`src/rtl/hatch_fetch_arb.sv`:
```
// Shared program/funtab memory port arbiter: round-robin between the cpu
// instruction fetch (48-bit, any byte address) and 32-bit funtab lookups.
module hatch_fetch_arb #(
  parameter int unsigned            MEM_AW      = 14,
  parameter logic [MEM_AW-1:0]      FUNTAB_BASE = MEM_AW'(14'h3F80)
) (
  input  logic              clk,
  input  logic              rst,
  input  logic              if_req,
  input  logic [31:0]       if_addr,
  output logic              if_ack,
  output logic [47:0]       if_instr,
  input  logic              ft_req,
  input  logic [6:0]        ft_idx,
  output logic              ft_ack,
  output logic [31:0]       ft_data,
  output logic              mem_rd,
  output logic [MEM_AW-1:0] mem_addr,
  input  logic [31:0]       mem_rdata
);

  localparam int unsigned ASM_W = 96;

  typedef enum logic [2:0] {
    IDLE, IF_RD, IF_WAIT, FT_RD, FT_WAIT, ACK
  } state_t;

  state_t             state;
  logic               last_ft;
  logic               data_vld;
  logic [1:0]         off_q;
  logic [1:0]         rd_cnt;
  logic [1:0]         rx_cnt;
  logic [ASM_W-1:0]   asm_q;

  logic               grant_if_c;
  logic               grant_ft_c;
  logic [1:0]         last_rd_c;
  logic [MEM_AW-1:0]  ft_addr_c;
  logic [ASM_W-1:0]   asm_next_c;
  logic [47:0]        instr_c;
  logic               unused_c;

  assign unused_c = ^if_addr[31:MEM_AW+2];

  // Tie goes to whichever requester was not served last
  assign grant_if_c = if_req && (!ft_req || last_ft);
  assign grant_ft_c = ft_req && (!if_req || !last_ft);

  assign last_rd_c = (off_q == 2'd3) ? 2'd2 : 2'd1;
  assign ft_addr_c = FUNTAB_BASE + MEM_AW'(ft_idx);

  // Slot the returning word into the big-endian assembly buffer
  always_comb begin
    asm_next_c = asm_q;
    if (data_vld) begin
      case (rx_cnt)
        2'd0:    asm_next_c[95:64] = mem_rdata;
        2'd1:    asm_next_c[63:32] = mem_rdata;
        default: asm_next_c[31:0]  = mem_rdata;
      endcase
    end
  end

  always_comb begin
    case (off_q)
      2'd0:    instr_c = asm_next_c[95:48];
      2'd1:    instr_c = asm_next_c[87:40];
      2'd2:    instr_c = asm_next_c[79:32];
      default: instr_c = asm_next_c[71:24];
    endcase
  end

  always_ff @(posedge clk) begin
    if (rst) begin
      state    <= IDLE;
      last_ft  <= 1'b1;
      data_vld <= 1'b0;
      off_q    <= 2'd0;
      rd_cnt   <= 2'd0;
      rx_cnt   <= 2'd0;
      asm_q    <= '0;
      if_ack   <= 1'b0;
      if_instr <= '0;
      ft_ack   <= 1'b0;
      ft_data  <= '0;
      mem_rd   <= 1'b0;
      mem_addr <= '0;
    end else begin
      data_vld <= mem_rd;
      if_ack   <= 1'b0;
      ft_ack   <= 1'b0;
      case (state)
        IDLE: begin
          if (grant_if_c) begin
            state    <= IF_RD;
            last_ft  <= 1'b0;
            mem_rd   <= 1'b1;
            mem_addr <= if_addr[MEM_AW+1:2];
            off_q    <= if_addr[1:0];
            rd_cnt   <= 2'd0;
            rx_cnt   <= 2'd0;
            asm_q    <= '0;
          end else if (grant_ft_c) begin
            state    <= FT_RD;
            last_ft  <= 1'b1;
            mem_rd   <= 1'b1;
            mem_addr <= ft_addr_c;
          end
        end
        IF_RD: begin
          if (data_vld) begin
            asm_q  <= asm_next_c;
            rx_cnt <= rx_cnt + 2'd1;
          end
          if (rd_cnt == last_rd_c) begin
            mem_rd <= 1'b0;
            state  <= IF_WAIT;
          end else begin
            mem_addr <= mem_addr + MEM_AW'(1);
            rd_cnt   <= rd_cnt + 2'd1;
          end
        end
        IF_WAIT: begin
          asm_q    <= asm_next_c;
          if_instr <= instr_c;
          if_ack   <= 1'b1;
          state    <= ACK;
        end
        FT_RD: begin
          mem_rd <= 1'b0;
          state  <= FT_WAIT;
        end
        FT_WAIT: begin
          ft_data <= mem_rdata;
          ft_ack  <= 1'b1;
          state   <= ACK;
        end
        ACK:     state <= IDLE;
        default: state <= IDLE;
      endcase
    end
  end

endmodule

```
`config.mk`:
```
export PLATFORM = sky130hd
export DESIGN_NAME = hatch_fetch_arb
export DESIGN_NICKNAME = d
export VERILOG_FILES = /design/src/rtl/hatch_fetch_arb.sv
export SDC_FILE = /design/constraint.sdc
export NUM_CORES = 1
export LEC_CHECK = 0
export BUFFER_PORTS_ARGS = -buffer_cell sky130_fd_sc_hd__buf_4
export CORE_MARGIN = 5
export CORE_UTILIZATION = 33
export CTS_CLUSTER_DIAMETER = 30
export DETAILED_ROUTE_END_ITERATION = 8
export GPL_TIMING_DRIVEN = 0
export PLACE_DENSITY = 0.64
export SYNTH_ARGS = -nofsm -noshare
export SYNTH_HDL_FRONTEND = slang
export SYNTH_SLANG_ARGS = --single-unit
```
`constraint.sdc`:
```
create_clock -name clk -period 6.5 [get_ports clk]
set_clock_uncertainty 0.2 [all_clocks]
set_input_delay 0.325 -clock clk [delete_from_list [all_inputs] [get_ports clk]]
set_output_delay 0.325 -clock clk [all_outputs]
set_load 0.05 [all_outputs]
```
Yosys cells after proc, flatten, opt, wreduce, memory -nomap -nowiden
Index checks and enable logic that the tools add are counted.
{ "word_totals": {"elab_cells": 84, "out_inout_bits": 97, "register_bits": 204, "input_bits": 75} }
{ "classes": {"muxes": 29, "eq_ne": 14, "reduce_logical": 24, "addsub": 4} }
{ "op_table": {"columns": ["op", "count"], "rows": [
  ["$mux W96", 3],
  ["$pmux W96 S3", 1],
  ["$pmux W48 S3", 1],
  ["$mux W32", 3],
  ["$mux W14", 3],
  ["$pmux W14 S2", 1],
  ["$reduce_and A3 Y1", 5],
  ["$add A14 B1 Y14 const B", 1],
  ["$pmux W3 S4", 1],
  ["$add A8 B8 Y9 const A", 1],
  ["$mux W3", 3],
  ["$mux W2", 4],
  ["$ne A2 B2 Y1 const B", 4],
  ["$pmux W2 S2", 2],
  ["$eq A3 B2 Y1 const B", 2],
  ["$mux W1", 6],
  ["$reduce_and A2 Y1", 3],
  ["$reduce_bool A3 Y1", 2],
  ["$add A2 B1 Y2 const B", 2],
  ["$eq A2 B1 Y1 const B", 2],
  ["$eq A2 B2 Y1 const B", 2],
  ["$logic_not A2 Y1", 2],
  ["$reduce_bool A2 Y1", 2],
  ["$reduce_or A2 Y1", 2],
  ["other kinds (9)", 13]
]} }

Depth between registers and ports, before layout
{ "logic_depth": {"ltp_word": 6, "ltp_mapped": 9, "mapped_depth_nobuf": 7} }

Worst setup path after synthesis
OpenSTA, ideal clock, no wires.
{ "synth_path": {"path_type": "register to register", "startpoint": "reg rx_cnt[0]", "endpoint": "reg if_instr[35]", "arrival_ns": 1.803, "setup_slack_ns": 4.380, "setup_time_ns": 0.117, "period_less_slack_ns": 2.120, "stages_incl_launch_ff": 9, "path_cell_list": "dfxtp_1 > inv_1 > ha_1 > buf_2 > nand2_2 > buf_4 > mux4_2 > o22ai_1 > nor2_1"} }
{ "synth_via": {"elab_chain_len": 4, "word_cells_on_any_way": 6} }
{ "synth_rtl": {"columns": ["item", "line_no", "text"], "rows": [
  ["from (decl)", "33", "logic [1:0] rx_cnt;"],
  ["from (signal assigned)", "114", "rx_cnt <= rx_cnt + 2'd1;"],
  ["$eq A2 B1 Y1 / $logic_not A2 Y1 (equally long branches)", "57", "case (rx_cnt)"],
  ["$mux W32", "57", null],
  ["$mux W96 (*)", "56", "if (data_vld) begin"],
  ["$pmux W48 S3 (*)", "66", "case (off_q)"],
  ["to (signal assigned)", "126", "if_instr <= instr_c;"],
  ["to (decl)", "12", "output logic [47:0] if_instr,"]
]} }
Mark *: on every way between the ends. The rest lies on a longest branch, timed or not.
A chain may end at the register's enable or synchronous reset.

Final worst setup path
{ "layout_path": {"startpoint": "reg rx_cnt[0]", "endpoint": "reg if_instr[19]"} }
Same word-level chain as after synthesis.

==> flow_summary_export.csv <==
group,metric,value,unit
placement,pre_cts_ws,3.805,ns
synth,yosysWarnings,0,
synth,syn_nets,997,
grt,antenna_found_initial,0,
detailed_routing,drcViolationCount,0,
layout,seqCellArea,3603,sq um
layout,nFillCells,2455,
synth,ys_async_sr_fraction,0,%
clock_network,cts_tree,"built",
setup_path,arrival,2.91,ns
clock_network,cts_made_buffers,17,
pwr,p_clk_share,32.9,%
sta,finalCritPeriodShare,42.72,%
synth,yosysSeqAreaShare,43.08,%
synth,synth_edf_count,0,
layout,antenna_cells,0,
sta,rsz0062_at_grt,"no",
setup_path,cp_slowest_cell,"mux2i_1",
setup_path,worst_ep_required_time,6.64,ns
clock_network,clk_pin_slew,0.07,ns
floorplan,dieArea,28630,sq um
synth,synth_ff_type,"dfxtp_1",
placement,gp_congestion,0.9572,
setup_path,endpoint_kind,"flip-flop",
sta,drv_slew,0,
sta,period_minus_slack,2.777,ns
pwr,p_seq_share,39.2,%
setup_path,max_stage_delay,0.52,ns
pwr,internal_power,1.988,mW
setup_path,rrSetupSlack,3.72,ns
grt,grt_remaining_overflow,0,
placement,dp_hpwl,22590,microns
placement,port_buffers,154,
setup_path,reg2reg_to,"if_instr[19]",
synth,syn_inst,918,
layout,fin_area,10860,sq um
pwr,p_switching,1.179,mW
min_path,min_to,"asm_q[31]",
detailed_routing,viasPerCell,5.497,
pwr,p_per_area,291.7,nW/um^2
sta,layout_setup_ws,3.723,ns
detailed_routing,drt_iter0_markers,816,
min_path,holdPathStages,2,
sta,slew_headroom,44.16,%
sta,hold_violations,0,
placement,placed_area,9933,sq um
detailed_routing,wl_per_cell,20.38,microns
setup_path,reg2reg_from,"rx_cnt[0]",
clock_network,cts_num_sinks,180,
layout,multi_input_area,4380,sq um
setup_path,crit_chain,"inv_1 -> ha_1 -> buf_2 -> nand2_2 -> buf_2 -> mux2i_1 -> mux2i_1 -> o22ai_1 -> nor2_1",
sta,tightest_slew,0.8361,ns
setup_path,crit_type,"reg2reg",
floorplan,rows,58,
setup_path,crit_fanout,10,
detailed_routing,drt-total-wl,29920,microns
layout,final_net_count,1204,
floorplan,design.core.area,25040,sq um
setup_path,rr_worst_depth,9,
flow_run,drv_cap,0,
clock_network,clockBufferDepth,2,
run_status,status,"finished, final reports clean",
floorplan,die_y,169.2,microns
detailed_routing,via_count,8069,
pwr,comb_power_share,27.9,%
setup_path,start_kind,"flip-flop",
grt,grt_max_degree,20,
sta,max_freq,360.2,MHz
placement,dp_cells,1402,
grt,grt_pass1_vias,7597,
grt,grt_pass1_wl,45710,microns
sta,setup_viol,0,
layout,drive_gt1_share,22.58,%
sta,tns,0,ns
grt,grt_usage,20.46,%
layout,instances_no_fill,1468,
min_path,hold_class,"in2reg",
pwr,leakage,4.616,nW
layout,syn_to_final_growth,29.86,%
synth,avgSynthCellArea,9.111,sq um
pwr,power.total,3.168,mW
clock_network,cts_resized,0,
pwr,irDropWorstVdd,0.0001500,V
detailed_routing,ant_nets,0,
synth,ys_ff_latch,180,
min_path,min_from,"mem_rdata[31]",
sta,hold-worst-slack,0.006303,ns
pwr,switching_share,37.23,%
floorplan,initial_core_util,33.41,%
detailed_routing,dr.pass1.iters,5,
synth,synth_area,8364,sq um
floorplan,io_pins,172,
synth,synth_cell_types,58,
floorplan,die_x,169.2,microns
clock_network,insertion_delay,0.46,ns
clock_network,cts_max_level,4,
clock_network,clock-root-buffer,"clkbuf_16",
clock_network,cts_setup_buffers,0,
layout,final_util,43.38,%
## layout make-up
type / count / share of cell area (%)
clock buffers: 17 / 3.917
flip-flops and latches: 180 / 33.18
inverters: 7 / 0.2419
repair buffers: 188 / 13.78
clock inverters: 15 / 1.498
plain buffers: 75 / 3.260
multi-input cells: 656 / 40.33
well taps: 330 / 3.801
## critical path: cells and delay by family, from the launching register on
family	cells	cell delay, ns
buffers and inverters	3	0.61
DFF	1	0.39
AOI/OAI and AO/OA	1	0.27
adders and majority gates	1	0.19
and+or+nand+nor	2	0.29
muxes	2	0.70
## power by group through the flow
| stage | clock (mW) | combinational (mW) | sequential, mW |
|---|---|---|---|
| 5_1_grt | 1.11 | 0.939 | 1.25 |
| 3_3_place_gp | 0 | 0.856 | 1.26 |
| 3_5_place_dp | 0 | 0.859 | 1.27 |
| 6_report | 1.04 | 0.883 | 1.24 |
| 4_1_cts | 1.05 | 0.878 | 1.24 |
| 2_1_floorplan | 0 | 0.359 | 1.47 |
## timing repair
action,4_1_cts,5_1_grt
hold buffers,34,0
setup endpoints to repair,0,0
endpoints found under the hold margin,96,0
## cell families after synthesis
logic type      after synthesis  synth area share [%]
compound gates              296                 23.05
simple gates                243                 13.10
flops                       180                 43.08
mux                         112                 15.51
buf+inv                      82                 4.548
fa+ha+maj                     4                0.5984
xor+xnor                      1                0.1047
## cells in the mapped netlist, types with 4 or more instances
cell,n,area (sq um)
a21oi_1,65,325.3
inv_1,7,26.28
buf_1,7,26.28
nand3_1,6,30.03
ha_1,4,50.05
and3_1,13,81.33
nor2_1,80,300.3
mux2i_1,88,880.8
clkbuf_1,34,127.6
nand2_1,95,356.6
buf_4,7,52.55
buf_2,24,120.1
nor3_1,12,60.06
dfxtp_1,180,3603
o21ai_0,74,370.4
nor2b_1,11,68.82
nand4_1,4,25.02
mux2_2,11,123.9
o32ai_1,5,43.79
a211oi_1,17,127.6
mux4_2,13,292.8
a22o_1,65,569.3
o22ai_1,49,306.5
## layout by cell type, fill, tap and decap left out, drive strengths merged, types with 13 or more instances in the layout
cell type / n
o21ai: 75
nor3: 14
nand2: 97
mux4: 13
a21oi: 65
buf: 194
clkbuf: 52
dlygate4sd3: 34
and3: 13
o22ai: 49
a22o: 65
dfxtp: 180
a211oi: 18
inv: 15
mux2i: 88
nor2: 82
## flip-flops by register name, summed over array words and instances, names as in the netlist, 2 cells and up
| signal | cells |
|---|---|
| asm_q | 72 |
| ft_data | 32 |
| if_instr | 48 |
| mem_addr | 14 |
| off_q | 2 |
| rd_cnt | 2 |
| rx_cnt | 2 |
| state | 3 |
## how the worst max path moves through the flow
stage          slack (ns)       from            to
3_5_place_dp         3.81  rx_cnt[0]  if_instr[19]
6_report             3.72  rx_cnt[0]  if_instr[19]
2_1_floorplan        4.38  rx_cnt[0]  if_instr[35]
4_1_cts              3.79  rx_cnt[0]  if_instr[19]
5_1_grt              3.63  rx_cnt[0]  if_instr[24]
3_3_place_gp         3.79  rx_cnt[0]  if_instr[27]
## per-layer routing
| metal | vias to the layer above | routed length (microns) | global-route usage, % |
|---|---|---|---|
| li1 | 3796 | - | - |
| met1 | 3830 | 13500 | 29.12 |
| met2 | 392 | 12810 | 30.12 |
| met3 | 51 | 2848 | 5.870 |
| met4 | 0 | 764 | 6.265 |
| met5 | - | 0 | 0 |
(Power assumes the default switching activity.)
